===== src/rtl/sobol_bsg_if.sv =====
// Operand handshake, RNG control and unary-stream signals shared by sobol_bsg
// and its environment.
interface sobol_bsg_if #(
  parameter int BITWIDTH = 8
);
  logic                iEn;
  logic                iValid;
  logic                oReady;
  logic [BITWIDTH-1:0] iData;
  logic [BITWIDTH-1:0] iSobol;
  logic                oRngEn;
  logic                oRngClr;
  logic                oBit;
  logic                oBitValid;
  logic                oDone;
  logic [BITWIDTH-1:0] oOnes;

  modport slave (
    input  iEn, iValid, iData, iSobol,
    output oReady, oRngEn, oRngClr, oBit, oBitValid, oDone, oOnes
  );

  modport master (
    output iEn, iValid, iData, iSobol,
    input  oReady, oRngEn, oRngClr, oBit, oBitValid, oDone, oOnes
  );
endinterface


===== src/rtl/sobol_bsg.sv =====
// Unary bitstream generator: steps a paired Sobol RNG through one full period
// and emits (operand > sample) each enabled cycle, so the ones-count equals the operand.
module sobol_bsg #(
  parameter int BITWIDTH = 8
) (
  input  logic         iClk,
  input  logic         iRstN,
  sobol_bsg_if.slave   bus
);

  typedef enum logic [1:0] {
    IDLE = 2'd0,
    CLR  = 2'd1,
    RUN  = 2'd2,
    DONE = 2'd3
  } state_t;

  localparam logic [BITWIDTH-1:0] ONE = {{(BITWIDTH-1){1'b0}}, 1'b1};

  state_t              state_q, state_d;
  logic [BITWIDTH-1:0] operand_q, operand_d;
  logic [BITWIDTH-1:0] count_q, count_d;
  logic [BITWIDTH-1:0] ones_q, ones_d;
  logic                bit_q, bit_d;
  logic                bit_valid_q, bit_valid_d;
  logic                run_en;

  // The only combinational input-to-output path: iEn gates the RNG in RUN.
  assign run_en = (state_q == RUN) && bus.iEn;

  always_comb begin
    state_d     = state_q;
    operand_d   = operand_q;
    count_d     = count_q;
    ones_d      = ones_q;
    bit_d       = bit_q;
    bit_valid_d = 1'b0;
    case (state_q)
      IDLE: begin
        if (bus.iValid) begin
          operand_d = bus.iData;
          ones_d    = '0;
          count_d   = '0;
          state_d   = CLR;
        end
      end
      CLR: begin
        state_d = RUN;
      end
      RUN: begin
        if (bus.iEn) begin
          bit_d       = (operand_q > bus.iSobol);
          bit_valid_d = 1'b1;
          ones_d      = ones_q + {{(BITWIDTH-1){1'b0}}, bit_d};
          count_d     = count_q + ONE;
          // Counter wraps back to zero here; it is reloaded on the next accept anyway.
          if (&count_q) begin
            state_d = DONE;
          end
        end
      end
      DONE: begin
        state_d = IDLE;
      end
      default: begin
        state_d = IDLE;
      end
    endcase
  end

  always_ff @(posedge iClk) begin
    if (!iRstN) begin
      state_q     <= IDLE;
      operand_q   <= '0;
      count_q     <= '0;
      ones_q      <= '0;
      bit_q       <= 1'b0;
      bit_valid_q <= 1'b0;
    end else begin
      state_q     <= state_d;
      operand_q   <= operand_d;
      count_q     <= count_d;
      ones_q      <= ones_d;
      bit_q       <= bit_d;
      bit_valid_q <= bit_valid_d;
    end
  end

  assign bus.oReady    = (state_q == IDLE);
  assign bus.oRngClr   = (state_q == CLR);
  assign bus.oRngEn    = run_en;
  assign bus.oDone     = (state_q == DONE);
  assign bus.oBit      = bit_q;
  assign bus.oBitValid = bit_valid_q;
  assign bus.oOnes     = ones_q;

endmodule


===== src/flat_wrapper.sv =====
// flat-port wrapper written by rule: the top's interface ports become plain ports
module sobol_bsg_flat 
#(
  parameter int BITWIDTH = 8
)
  (iClk, iRstN, bus_iEn, bus_iValid, bus_iData, bus_iSobol, bus_oReady, bus_oRngEn, bus_oRngClr, bus_oBit, bus_oBitValid, bus_oDone, bus_oOnes);
  sobol_bsg_if #(.BITWIDTH(BITWIDTH)) bus_i ();
  input  logic iClk;
  input  logic iRstN;
  input wire logic [$bits(bus_i.iEn)-1:0] bus_iEn;
  input wire logic [$bits(bus_i.iValid)-1:0] bus_iValid;
  input wire logic [$bits(bus_i.iData)-1:0] bus_iData;
  input wire logic [$bits(bus_i.iSobol)-1:0] bus_iSobol;
  output wire logic [$bits(bus_i.oReady)-1:0] bus_oReady;
  output wire logic [$bits(bus_i.oRngEn)-1:0] bus_oRngEn;
  output wire logic [$bits(bus_i.oRngClr)-1:0] bus_oRngClr;
  output wire logic [$bits(bus_i.oBit)-1:0] bus_oBit;
  output wire logic [$bits(bus_i.oBitValid)-1:0] bus_oBitValid;
  output wire logic [$bits(bus_i.oDone)-1:0] bus_oDone;
  output wire logic [$bits(bus_i.oOnes)-1:0] bus_oOnes;
  assign bus_i.iEn = bus_iEn;
  assign bus_i.iValid = bus_iValid;
  assign bus_i.iData = bus_iData;
  assign bus_i.iSobol = bus_iSobol;
  assign bus_oReady = bus_i.oReady;
  assign bus_oRngEn = bus_i.oRngEn;
  assign bus_oRngClr = bus_i.oRngClr;
  assign bus_oBit = bus_i.oBit;
  assign bus_oBitValid = bus_i.oBitValid;
  assign bus_oDone = bus_i.oDone;
  assign bus_oOnes = bus_i.oOnes;
  sobol_bsg #(.BITWIDTH(BITWIDTH)) u_core (.iClk(iClk), .iRstN(iRstN), .bus(bus_i));
endmodule

===== config.mk =====
export PLATFORM = sky130hd
export DESIGN_NAME = sobol_bsg_flat
export DESIGN_NICKNAME = d
export VERILOG_FILES = /design/src/rtl/sobol_bsg_if.sv /design/src/rtl/sobol_bsg.sv /design/src/flat_wrapper.sv
export SDC_FILE = /design/constraint.sdc
export NUM_CORES = 1
export LEC_CHECK = 0
export ABC_CLOCK_PERIOD_IN_PS = 6200
export BUFFER_PORTS_ARGS = -buffer_cell sky130_fd_sc_hd__buf_2
export CELL_PAD_IN_SITES_DETAIL_PLACEMENT = 1
export CELL_PAD_IN_SITES_GLOBAL_PLACEMENT = 2
export CORE_ASPECT_RATIO = 0.5
export CORE_MARGIN = 2
export CORE_UTILIZATION = 35
export CTS_BUF_LIST = sky130_fd_sc_hd__clkbuf_2 sky130_fd_sc_hd__clkbuf_4 sky130_fd_sc_hd__clkbuf_8
export DETAILED_ROUTE_END_ITERATION = 10
export GPL_TIMING_DRIVEN = 0
export PLACE_DENSITY_LB_ADDON = 0.1
export REMOVE_ABC_BUFFERS = 1
export SLEW_MARGIN = 20
export SYNTH_ARGS = -nofsm -noshare
export SYNTH_HDL_FRONTEND = slang
export SYNTH_SLANG_ARGS = --single-unit

===== constraint.sdc =====
create_clock -name iClk -period 6.2 [get_ports iClk]
set_input_delay 1.24 -clock iClk [delete_from_list [all_inputs] [get_ports iClk]]
set_output_delay 1.24 -clock iClk [all_outputs]
set_load 0.005 [all_outputs]

Yosys cells after proc, flatten, opt, wreduce, memory -nomap -nowiden

Cells that the tools add are included.

Word-level logic and storage cells: 34
Output and inout port bits: 14
Register bits after elaboration: 28
Input port bits: 20

Muxes and demuxes: 10
Reductions and logical operators: 9
Add/sub/neg operators: 2
Equal/unequal tests: 6
$lt $le $gt $ge: 1

Operators by type and width:

| cell                                           | count |
|---|---|
| one-hot mux 8 bit (2 select lines)             | 2 |
| 2-to-1 mux 8 bit                               | 3 |
| adder 8 x 1 -> 8 bit                           | 1 |
| adder 8 x 1 -> 8 bit (second input constant)   | 1 |
| greater-than comparator 8 bit                  | 1 |
| one-hot mux 2 bit (4 select lines)             | 1 |
| AND reduction 8 bit                            | 1 |
| 2-to-1 mux 2 bit                               | 3 |
| != test 2 bit (second input constant)          | 3 |
| AND reduction 2 bit                            | 3 |
| AND reduction 3 bit                            | 2 |
| == test 2 bit (second input constant)          | 2 |
| == test 2 x 1 -> 1 bit (second input constant) | 1 |
| zero test 2 bit                                | 1 |
| nonzero test 2 bit                             | 1 |
| logical AND 1 bit                              | 1 |
| 2-to-1 mux 1 bit                               | 1 |

Longest topological paths before layout

Gate-level depths: netlist of run 1.

Word-level depth: 4
Gate-level depth with buffers: 13

Least setup slack after synthesis of run 1

No wires, ideal clock.

Kind: in2reg
From: input bus_iSobol[1]
To: register u_core.ones_q[4], in the netlist u_core.bus.oOnes[4]
Required time: 6.075 ns
Data arrival time: 2.968 ns
Path slack: 3.107 ns
Cell stages on the path: 12
Path buffers: 0
Cell sequence: inv_1 -> ha_1 -> nor2b_1 -> o211ai_1 -> a21oi_1 -> a2111oi_2 -> nor2_1 -> ha_1 -> ha_1 -> nand4_1 -> xor2_1 -> nor2_1

Cells in the longest elaborated chain, start to end: 4

Ends and longest elaborated chain:

| element                            | RTL line           | source |
|---|---|---|
| start, declared                    | flat_wrapper.sv:13 | `input wire logic [$bits(bus_i.iSobol)-1:0] bus_iSobol;` |
| greater-than comparator 8 bit      | sobol_bsg.sv:52    | `bit_d = (operand_q > bus.iSobol);` |
| adder 8 x 1 -> 8 bit               | sobol_bsg.sv:54    | `ones_d = ones_q + {{(BITWIDTH-1){1'b0}}, bit_d};` |
| 2-to-1 mux 8 bit                   | sobol_bsg.sv:51    | `if (bus.iEn) begin` |
| one-hot mux 8 bit (2 select lines) | sobol_bsg.sv:38    | `case (state_q)` |
| end signal, assigned               | sobol_bsg.sv:83    | `ones_q <= ones_d;` |
| end, declared                      | sobol_bsg.sv:23    | `logic [BITWIDTH-1:0] ones_q, ones_d;` |

No other way between the ends. The select of a mux whose other input is x is not followed.
A chain may end at the register's enable or synchronous reset.

Final worst setup path of run 1

Same ends and word-level chain as after synthesis.

==> qor.txt, run 1 <==
DR DRC count - 0
Worst r2r dst - u_core.bus.oOnes[4]
Outcome - finished, final reports clean
Number of setup buffers added after CTS - 0
Initial core utilization - 0.3725
Number of global-route vias before repair - 1,225
Starting DRT DRC Count - 6
Final hold viol count - 0
Pre-antenna DRT Iters - 4
Post_cts resized - 0
First-pass GRT wire length - 5.575 mm
Via density - 4.869
NetSw - 201.1 uW
Initial antenna violation count - 0
Rows - 16
Final setup vio count - 0
Root buffer cell - clkbuf_8
Clock skew - 0.006299 ns
#FFs+latches synth - 28
Leak - 0.0007970 uW
Peak supply drop - 0.1155 mV
Clock Path Buffers - 2
Yosys top cell area share - 0.3758
Dpl cells - 248
Area taken by multi-input logic gates - 854.6 sq um
Sw Share - 0.3624
Finished Layout Cells - 252
Ys flop type - dfxtp_1
Port bufs - 33
Worst slack, placed - 2.811 ns
Setup ws final - 3.140 ns
Setup TNS - 0 ns
Area contributors post-synth - dfxtp_1 38%, ha_1 13%, xor2_1 5.9%
Net count, final - 234
Met2 wire length - 1.543 mm
Post-synthesis async set-or-reset flop share - 0
Flop-to-flop setup slack - 3.90 ns
Ys Warns - 0
Filler Cells Inserted - 491
Fin crit share - 0.4935
CP Capture Type - flop
Fin crit period - 3.060 ns
CTS tree - built
Rel. slew slack - 0.4185
Routed wire per std cell - 13.08 microns
# clock sinks - 28
Largest area contributor in the netlist - dfxtp_1
Final Slew Violations - 0
WP data arrival - 3.21 ns
Post-synth cell types - 30
Mapped cell area - 1491 sq um
Die Area - 4831 sq um
Vias post-DR - 1,227
Cts hold-fix bufs - 0
Fmax - 326.8 MHz
Largest net degree at the start of global routing - 18
Int Power - 353.9 uW
CP Launch Type - primary input
Die Span X - 96.32 microns
Post-synth EDFFs - 0
Share of cells above drive strength 1 - 0.2222
Synthesized instance count - 165
Final ANT Viol Nets - 0
Area grow syn2layout - 18.54%
WL final - 3.295 mm
Met1 wire length - 1.607 mm
PnR Total Power - 555.0 uW
Crit Path Max Fanout - 3
Worst-path clk slew - 0.10 ns
RSZ-0062 raised after global routing - false
DPL Wire Length - 2.518 mm
Power per cell area - 313.9 nW/um^2
GP Congestion - 0.7242
Reg2reg start - u_core.operand_q[1]
Actual slew at the worst max-slew pin - 0.8664 ns
Hold Path Class - reg -> reg
Sequential-to-total area share from yosys stat - 0.3758
Reg power frac - 0.378
Syn Area/Cell - 9.039 sq um
Number of I/O pins - 34
H-tree levels - 1
Top sig layer - met4
R2r worst-path depth - 11
Reg area - 560.5 sq um
Clk pwr share - 0.265
Antenna Cells - 0
Die H - 50.16 microns
Skew-Pair Late Insertion Delay - 0.28 ns
GRT Total Usage - 0.1479
Worst Setup EP - u_core.bus.oOnes[4]
Total CTS buffers - 3
Grt total ovfl - 0
Core ar. - 4004 sq um
Max Cap Violations - 0
WL met3 - 133 microns
Worst setup path startpoint - bus_iSobol[1]
WS Path Type - in -> reg
Critical path required time - 6.35 ns
Comb pwr share - 0.357
[power by group through the flow]
stage | Clock, uW | Sequential [uW] | Combinational (uW)
floorplan | 0 | 210 | 143
global placement | 0 | 213 | 196
detailed placement | 0 | 214 | 200
CTS | 151 | 210 | 203
global route | 157 | 213 | 227
finish | 147 | 210 | 198
[kinds of logic after synthesis]
| kind of cell | count (synthesis) | synth area share |
|---|---|---|
| AOI/OAI and AO/OA | 22 | 0.1074 |
| xor gates and xnor gates | 12 | 0.07047 |
| and+or+nand+nor | 70 | 0.2626 |
| adders and majority gates | 15 | 0.1258 |
| muxes | 1 | 0.006712 |
| DFF | 28 | 0.3758 |
| buffers and inverters | 17 | 0.05117 |
[worst min path at each step]
stage,from,to,slack (ns),cells past startpoint
floorplan,u_core.operand_q[0],u_core.operand_q[0],0.44,2
global placement,u_core.operand_q[0],u_core.operand_q[0],0.45,2
detailed placement,u_core.operand_q[0],u_core.operand_q[0],0.46,2
CTS,u_core.operand_q[0],u_core.operand_q[0],0.48,2
global route,u_core.operand_q[1],u_core.operand_q[1],0.50,2
finish,u_core.operand_q[0],u_core.operand_q[0],0.47,2
[placed cells by master, fill, tap and decap left out, types with 5 or more instances in the layout]
master	synthesis	routed
buf_2	1	33
nor2_1	18	18
xor2_1	10	10
inv_1	13	13
nand3_1	14	14
nand2_1	16	16
nand4_1	5	5
nor2b_1	7	7
dfxtp_1	28	28
ha_1	15	15
a21boi_0	8	8
[per-stage QoR]
stage	utilization	hold WS, ns	cell area (sq um)
2_1_floorplan	-	0.4434	1464
3_3_place_gp	0.4238	0.4517	1697
3_5_place_dp	0.4238	0.4643	1697
4_1_cts	0.4416	0.4786	1768
5_1_grt	0.4416	0.5007	1768
6_report	0.4416	0.4734	1768
[state kept, by name (all words and copies together), names as in the netlist]
signal,cells
u_core.bus.oBitValid,1
u_core.state_q,2
u_core.bus.oOnes,8
u_core.count_q,8
u_core.bus.oBit,1
u_core.operand_q,8
[cells in the mapped netlist, drive strengths merged, types with 2 or more instances]
master  instances
a21boi          8
a21oi           4
a22oi           4
and3            2
buf             3
dfxtp          28
ha             15
inv            13
nand2          17
nand3          14
nand4           5
nor2           18
nor2b           9
nor3            2
nor4            2
o21ai           2
xnor2           2
xor2           10
[critical path, cell delays in order]
cell and delay (ns):
buf_2 0.08, inv_1 0.03, ha_1 0.29, nor2b_1 0.13, o211ai_1 0.15, a21oi_1 0.10
a2111oi_2 0.33, nor2_1 0.11, ha_1 0.21, ha_1 0.21, nand4_1 0.12, xor2_1 0.15
nor2_1 0.05
[metal layers]
layer | vias up | track usage
li1 | 626 | -
met1 | 578 | 0.1907
met2 | 21 | 0.2535
met3 | 2 | 0.04204
met4 | 0 | 0.02113
met5 | - | 0
[final cells by class]
class                           count  share of cell area
Multi-Input combinational cell    120              0.4834
Clock inverter                      1             0.01699
Sequential cell                    28              0.3171
Clock buffer                        3             0.02335
Tap cell                           54             0.03822
Inverter                           13             0.02760
Timing Repair Buffer               33             0.09342
No activity file was read; power rests on OpenSTA's default activity.
==> inputs of run 2 (changes only) <==
ABC_AREA = 1   (was default)
ABC_CLOCK_PERIOD_IN_PS = 3050   (was 6200)
CORE_UTILIZATION = 30   (was 35)
clock period = 3.05 ns   (was 6.2 ns; I/O delays follow)
==> run 2 against run 1 <==
  * Via count increased by 16%
  * Register-to-register slack got worse by 3.0 ns
  * Critical path type unchanged
  * Count of clock-buffer cells in the layout increased by 1
  * Total power increased by 100%
  * Synthesized area increased by 3.2%
  * Global-route usage decreased by 1.2 points
  * Largest power group unchanged
==> qor.txt, run 2 <==
Outcome - finished, final reports clean (unchanged)
Die Span X - 105.3 microns (was 96.32 microns)
Sequential-to-total area share from yosys stat - 0.3642 (was 0.3758)
Area taken by multi-input logic gates - 828.3 sq um (was 854.6 sq um)
Net count, final - 292 (was 234)
Largest family of logic cells by synthesized area - simple AND/OR/NAND/NOR gates (unchanged)
Die H - 54.65 microns (was 50.16 microns)
DR DRC count - 0 (unchanged)
Yosys top cell area share - 0.3642 (was 0.3758)
Post_cts resized - 0 (unchanged)
Clock Path Buffers - 2 (unchanged)
Power per cell area - 615.8 nW/um^2 (was 313.9 nW/um^2)
Share of cells above drive strength 1 - 0.1758 (was 0.2222)
Commonest cells post-synth - 54 x nand2_1, 35 x inv_1, 33 x nor2_1 (was 28 x dfxtp_1, 18 x nor2_1, 16 x nand2_1)
DPL Wire Length - 2.865 mm (was 2.518 mm)
Dpl cells - 322 (was 248)
Ys Warns - 0 (unchanged)
First-pass GRT wire length - 6.141 mm (was 5.575 mm)
Hold Path Class - reg -> reg (unchanged)
Mapped cell area - 1539 sq um (was 1491 sq um)
Area contributors post-synth - dfxtp_1 36%, nand2_1 13%, ha_1 12% (was dfxtp_1 38%, ha_1 13%, xor2_1 5.9%)
Largest area contributor in the netlist - dfxtp_1 (unchanged)
Post-synth cell types - 20 (was 30)
CTS tree - built (unchanged)
Area grow syn2layout - 18.78% (was 18.54%)
WL final - 3.761 mm (was 3.295 mm)
Total CTS buffers - 3 (unchanged)
Starting DRT DRC Count - 21 (was 6)
Largest net degree at the start of global routing - 16 (was 18)
Routed wire per std cell - 11.54 microns (was 13.08 microns)
Most frequent cell after synthesis - nand2_1 (was dfxtp_1)
Fmax - 451.7 MHz
CP Capture Type - flop (unchanged)
Fin crit share - 0.7258
Initial antenna violation count - 0 (unchanged)
Clock skew - 0.006423 ns (was 0.006299 ns)
Leak - 0.0009167 uW (was 0.0007970 uW)
WP data arrival - 2.44 ns (was 3.21 ns)
GRT Total Usage - 0.1363 (was 0.1479)
Post-Synth Adder-Cell Area - 0.1220 (was 0.1258)
GP Congestion - 0.6531 (was 0.7242)
Crit Path Max Fanout - 4 (was 3)
Most frequent CP cell - nand2_1 (was ha_1)
Setup TNS - 0 ns (unchanged)
Post-synth EDFFs - 0 (unchanged)
Reg area - 560.5 sq um (unchanged)
#FFs+latches synth - 28 (unchanged)
Post-Synth Simple-Gate Area - 0.2959 (was 0.2626)
Post-synthesis async set-or-reset flop share - 0 (unchanged)
Number of setup buffers added after CTS - 0 (unchanged)
Antenna Cells - 0 (unchanged)
Peak supply drop - 0.2221 mV (was 0.1155 mV)
CP Launch Type - primary input (unchanged)
Fin crit period - 2.214 ns
Commonest non-fill, non-tap cells in the layout - 54 x nand2_1, 35 x inv_1, 33 x nor2_1, 33 x buf_2, 28 x dfxtp_1 (was 33 x buf_2, 28 x dfxtp_1, 18 x nor2_1)
WHS Path Cells - 2 (unchanged)
Max Cap Violations - 0 (unchanged)
H-tree levels - 1 (unchanged)
Final ANT Viol Nets - 0 (unchanged)
Cts hold-fix bufs - 0 (unchanged)
Crit-path slowest cell - ha_1 (was a2111oi_2)
Skew-Pair Late Insertion Delay - 0.28 ns (about the same)
Filler Cells Inserted - 648 (was 491)
Port bufs - 33 (unchanged)
Rows - 18 (was 16)
Grt total ovfl - 0 (unchanged)
R2r worst-path depth - 13 (was 11)
Mux share of post-synthesis cell area - 0 (was 0.006711)
Die Area - 5754 sq um (was 4831 sq um)
Final setup vio count - 0 (unchanged)
Synthesized instance count - 222 (was 165)
Crit path cell chain - buf_2, inv_1, ha_1, nand2_1, nor2_1, nand2_1, nand2_1, nand2_1, inv_1, ha_1, nand2_1, nor2_1, nand2_1, or2_0, a21oi_1 (was buf_2, inv_1, ha_1, nor2b_1, o211ai_1, a21oi_1, a2111oi_2, nor2_1, ha_1, ha_1, nand4_1, xor2_1, nor2_1)
Actual slew at the worst max-slew pin - 0.5887 ns (was 0.8664 ns)
Core ar. - 4932 sq um (was 4004 sq um)
Number of I/O pins - 34 (unchanged)
Number of global-route vias before repair - 1,374 (was 1,225)
Synth Area in Compound Gates - 0.1203 (was 0.1074)
WS Path Type - in -> reg (unchanged)
Post-Synth XOR/XNOR Area - 0 (was 0.07047)
Vias post-DR - 1,418 (was 1,227)
Ys flop type - dfxtp_1 (unchanged)
Worst-path clk slew - 0.11 ns (was 0.10 ns)
Crit-path max cell delay - 0.28 ns (was 0.33 ns)
Final hold viol count - 0 (unchanged)
Finished Layout Cells - 326 (was 252)
Pre-antenna DRT Iters - 4 (unchanged)
RSZ-0062 raised after global routing - false (unchanged)
# clock sinks - 28 (unchanged)
Critical path required time - 3.27 ns (was 6.35 ns)
Commonest non-fill, non-tap cell in the layout - nand2_1 (was buf_2)
Final Slew Violations - 0 (unchanged)
Via density - 4.350 (was 4.869)
Rel. slew slack - 0.6071 (was 0.4185)
Initial core utilization - 0.3120 (was 0.3725)
Root buffer cell - clkbuf_8 (unchanged)
Syn Area/Cell - 6.932 sq um (was 9.039 sq um)
==> run 2: changes by cell type in the layout (fill, tap and decap cells not counted), sizes merged, moves of 4 or more <==
cell    previous run  this run
nand2             17        56
nand3             14         6
nor2b              9         0
a21oi              4        18
a22oi              4         0
nor2              18        36
o21ai              2        16
xor2              10         0
inv               13        35
a21boi             8         0
==> run 2: where the power goes <==
part	switching, uW	internal [uW]	total [uW]
Clock	128	116	244
Sequential	30.0	413	443
Combinational	289	150	439
Total	447	679	1130
==> run 2: metal layers <==
layer,wire length (microns),global-route usage,vias to the layer above
met4,10,0.01333,0
met3,118,0.03452,2
met5,0,0,-
met1,1937,0.1651,637
li1,-,-,762
met2,1695,0.2602,17
==> run 2: final cells by class <==
type | instances | share of cell area
Multi-Input combinational cell | 156 | 0.4531
Sequential cell | 28 | 0.3066
Clock buffer | 4 | 0.03012
Inverter | 35 | 0.07187
Tap cell | 70 | 0.04791
Timing Repair Buffer | 33 | 0.09035
==> run 2: worst paths after layout <==
path	start	end	slack, ns
worst max-delay path	bus_iSobol[7]	u_core.bus.oOnes[3]	0.84
worst min-delay path	u_core.operand_q[0]	u_core.operand_q[0]	0.47
worst max register to register	u_core.operand_q[7]	u_core.bus.oOnes[3]	0.94
worst min register to register	u_core.operand_q[0]	u_core.operand_q[0]	0.47
==> run 2: logic make-up (layout without fill, tap and decap cells) <==
group | count (synthesis) | after routing
adders and majority gates | 15 | 15
AOI/OAI and AO/OA | 36 | 36
buffers and inverters | 38 | 72
and+or+nand+nor | 105 | 105
DFF | 28 | 28
==> run 2: critical path, delay by kind of cell <==
kind | cells | cell delay [ns]
compound gates | 1 | 0.11
fa+ha+maj | 2 | 0.46
buf+inv | 3 | 0.17
simple gates | 9 | 1.09
==> run 2: per-stage QoR <==
stage	total power [uW]	area, sq um	hold WS (ns)	setup slack [ns]	utilization
2_1_floorplan	756.5	1520	0.4325	0.8845	-
3_3_place_gp	895.4	1773	0.4498	0.5483	0.3595
3_5_place_dp	906.6	1773	0.4604	0.4989	0.3595
4_1_cts	1158	1828	0.4758	0.7962	0.3706
5_1_grt	1237	1828	0.4849	0.5375	0.3706
6_report	1126	1828	0.4727	0.8362	0.3706
==> inputs of run 3 (changes only) <==
ABC_CLOCK_PERIOD_IN_PS = 2200   (was 3050)
clock period = 2.2 ns   (was 3.05 ns; I/O delays follow)
==> run 3 against run 2 <==
  * Utilization up 1.8 points
  * Largest power group is now combinational cells
  * Largest cell class unchanged
  * Combinational power up 51%
  * Clock skew down 0.0028 ns
  * Cell count unchanged
  * Critical endpoint unchanged
==> qor.txt, run 3 (synthesized netlist as in run 2, its figures left out) <==
Net count, final - 292 (unchanged)
DR DRC count - 0 (unchanged)
Clk pwr share - 0.208 (was 0.217)
Initial core utilization - 0.3120 (unchanged)
RSZ-0062 raised after global routing - false (unchanged)
GP Congestion - 0.6531 (unchanged)
Dpl cells - 322 (unchanged)
Share of cells above drive strength 1 - 0.2422 (was 0.1758)
Hold Path Class - in -> reg (was reg -> reg)
Cts hold-fix bufs - 0 (unchanged)
Finished Layout Cells - 326 (unchanged)
Fin crit period - 1.963 ns
Comb pwr share - 0.407 (was 0.390)
CP Capture Type - flop (unchanged)
H-tree levels - 1 (unchanged)
GRT Total Usage - 0.1363 (unchanged)
Vias post-DR - 1,429 (was 1,418)
Worst-path clk slew - 0.11 ns (about the same)
Fmax - 509.3 MHz
Max Cap Violations - 0 (unchanged)
Skew-Pair Late Insertion Delay - 0.28 ns (about the same)
Die Span X - 105.3 microns (unchanged)
Filler Cells Inserted - 637 (was 648)
Routed wire per std cell - 11.97 microns (was 11.54 microns)
Int Power - 972.8 uW (was 678.8 uW)
Port bufs - 33 (unchanged)
Rel. slew slack - 0.7354 (was 0.6071)
WP data arrival - 2.18 ns (was 2.44 ns)
Final setup vio count - 0 (unchanged)
Number of global-route vias before repair - 1,374 (unchanged)
Grt total ovfl - 0 (unchanged)
Outcome - finished, final reports clean (unchanged)
Sw Share - 0.4014 (was 0.3970)
Leak - 0.0009088 uW (was 0.0009167 uW)
Power per cell area - 848.4 nW/um^2 (was 615.8 nW/um^2)
Reg area - 565.5 sq um (was 560.5 sq um)
Via density - 4.383 (was 4.350)
Die Area - 5754 sq um (unchanged)
Commonest non-fill, non-tap cells in the layout - 51 x nand2_1, 33 x inv_1, 33 x buf_2 (was 54 x nand2_1, 35 x inv_1, 33 x nor2_1, 33 x buf_2, 28 x dfxtp_1)
Final core area utilization - 0.3884 (was 0.3706)
First-pass GRT wire length - 6.141 mm (unchanged)
Die H - 54.65 microns (unchanged)
Initial antenna violation count - 0 (unchanged)
Worst setup path startpoint - u_core.operand_q[3] (was bus_iSobol[7])
Critical path required time - 2.42 ns (was 3.27 ns)
Pre-antenna DRT Iters - 3 (was 4)
Reg2reg start - u_core.operand_q[3] (was u_core.operand_q[7])
Final Slew Violations - 0 (unchanged)
Final ANT Viol Nets - 0 (unchanged)
Fin crit share - 0.8924
Commonest non-fill, non-tap cell in the layout - nand2_1 (unchanged)
CP Launch Type - flop (was primary input)
Largest net degree at the start of global routing - 16 (unchanged)
NetSw - 652.4 uW (was 446.8 uW)
Worst hold start - bus_iData[2] (was u_core.operand_q[0])
Core ar. - 4932 sq um (unchanged)
Area taken by multi-input logic gates - 910.9 sq um (was 828.3 sq um)
Number of I/O pins - 34 (unchanged)
Starting DRT DRC Count - 29 (was 21)
# clock sinks - 28 (unchanged)
Number of setup buffers added after CTS - 0 (unchanged)
Root buffer cell - clkbuf_8 (unchanged)
Clock skew - 0.003605 ns (was 0.006423 ns)
CTS tree - built (unchanged)
Reg power frac - 0.385 (was 0.393)
Antenna Cells - 0 (unchanged)
Area grow syn2layout - 24.47% (was 18.78%)
Crit Path Max Fanout - 4 (unchanged)
DPL Wire Length - 2.865 mm (unchanged)
WL final - 3.902 mm (was 3.761 mm)
WS Path Type - reg -> reg (was in -> reg)
Rows - 18 (unchanged)
Actual slew at the worst max-slew pin - 0.3959 ns (was 0.5887 ns)
Peak supply drop - 0.3083 mV (was 0.2221 mV)
Final hold viol count - 0 (unchanged)
Total CTS buffers - 3 (unchanged)
Clock Path Buffers - 2 (unchanged)
-- run 3: final cells by class --
class,count,area share
multi-input combinational,156,0.4755
sequential,28,0.2952
timing repair buffer,33,0.08622
inverter,35,0.06858
tap,70,0.04572
clock buffer,4,0.02874
-- run 3: what timing repair did --
action / 4_1_cts / 5_1_grt
endpoints found under the setup margin: 0 / 5
resized for setup: 0 / 20
hold endpoints to repair: 0 / 0
-- run 3: final timing paths --
kind                            cells after the start                  end  slack, ns
worst max register to register                     15  u_core.bus.oOnes[3]       0.24
worst min-delay path                                3  u_core.operand_q[2]       0.41
worst max-delay path                               15  u_core.bus.oOnes[3]       0.24
worst min register to register                      2  u_core.bus.oOnes[4]       0.48
-- run 3: worst max-delay path, cell delays in order (launching register included) --
cell,delay (ns)
dfxtp_2,0.35
ha_4,0.26
nand2_1,0.05
inv_1,0.06
nand2_1,0.05
nand2_1,0.05
nand2_1,0.05
nand2_1,0.07
nand2_2,0.06
inv_2,0.07
ha_4,0.14
nand2_1,0.07
nor2_2,0.20
nand2_1,0.10
or2_0,0.22
a21oi_1,0.11
-- run 3: per-stage QoR --
step                instance area, sq um  total power (uW)  setup WS [ns]  setup TNS (ns)  hold slack (ns)
finish                              1916              1625         0.2367               0           0.4098
global route                        1916              1774        0.01313               0           0.4112
CTS                                 1828              1605        0.03787               0           0.4052
floorplan                           1520              1049         0.2045               0           0.4325
detailed placement                  1773              1257        -0.1811         -0.4627           0.4604
global placement                    1773              1241        -0.1317         -0.3422           0.4498
-- run 3: power by group through the flow --
| stage | logic, uW | registers, uW | clock network, uW |
|---|---|---|---|
| floorplan | 432 | 616 | 0 |
| global placement | 617 | 624 | 0 |
| detailed placement | 629 | 628 | 0 |
| CTS | 633 | 616 | 356 |
| global route | 762 | 637 | 375 |
| finish | 662 | 625 | 338 |
-- run 3: metal layers --
metal | track usage | share of wire | vias up
met5 | 0 | 0 | -
met3 | 0.03452 | 0.029 | 2
li1 | - | - | 763
met2 | 0.2602 | 0.46 | 15
met4 | 0.01333 | 0.0026 | 0
met1 | 0.1651 | 0.51 | 649
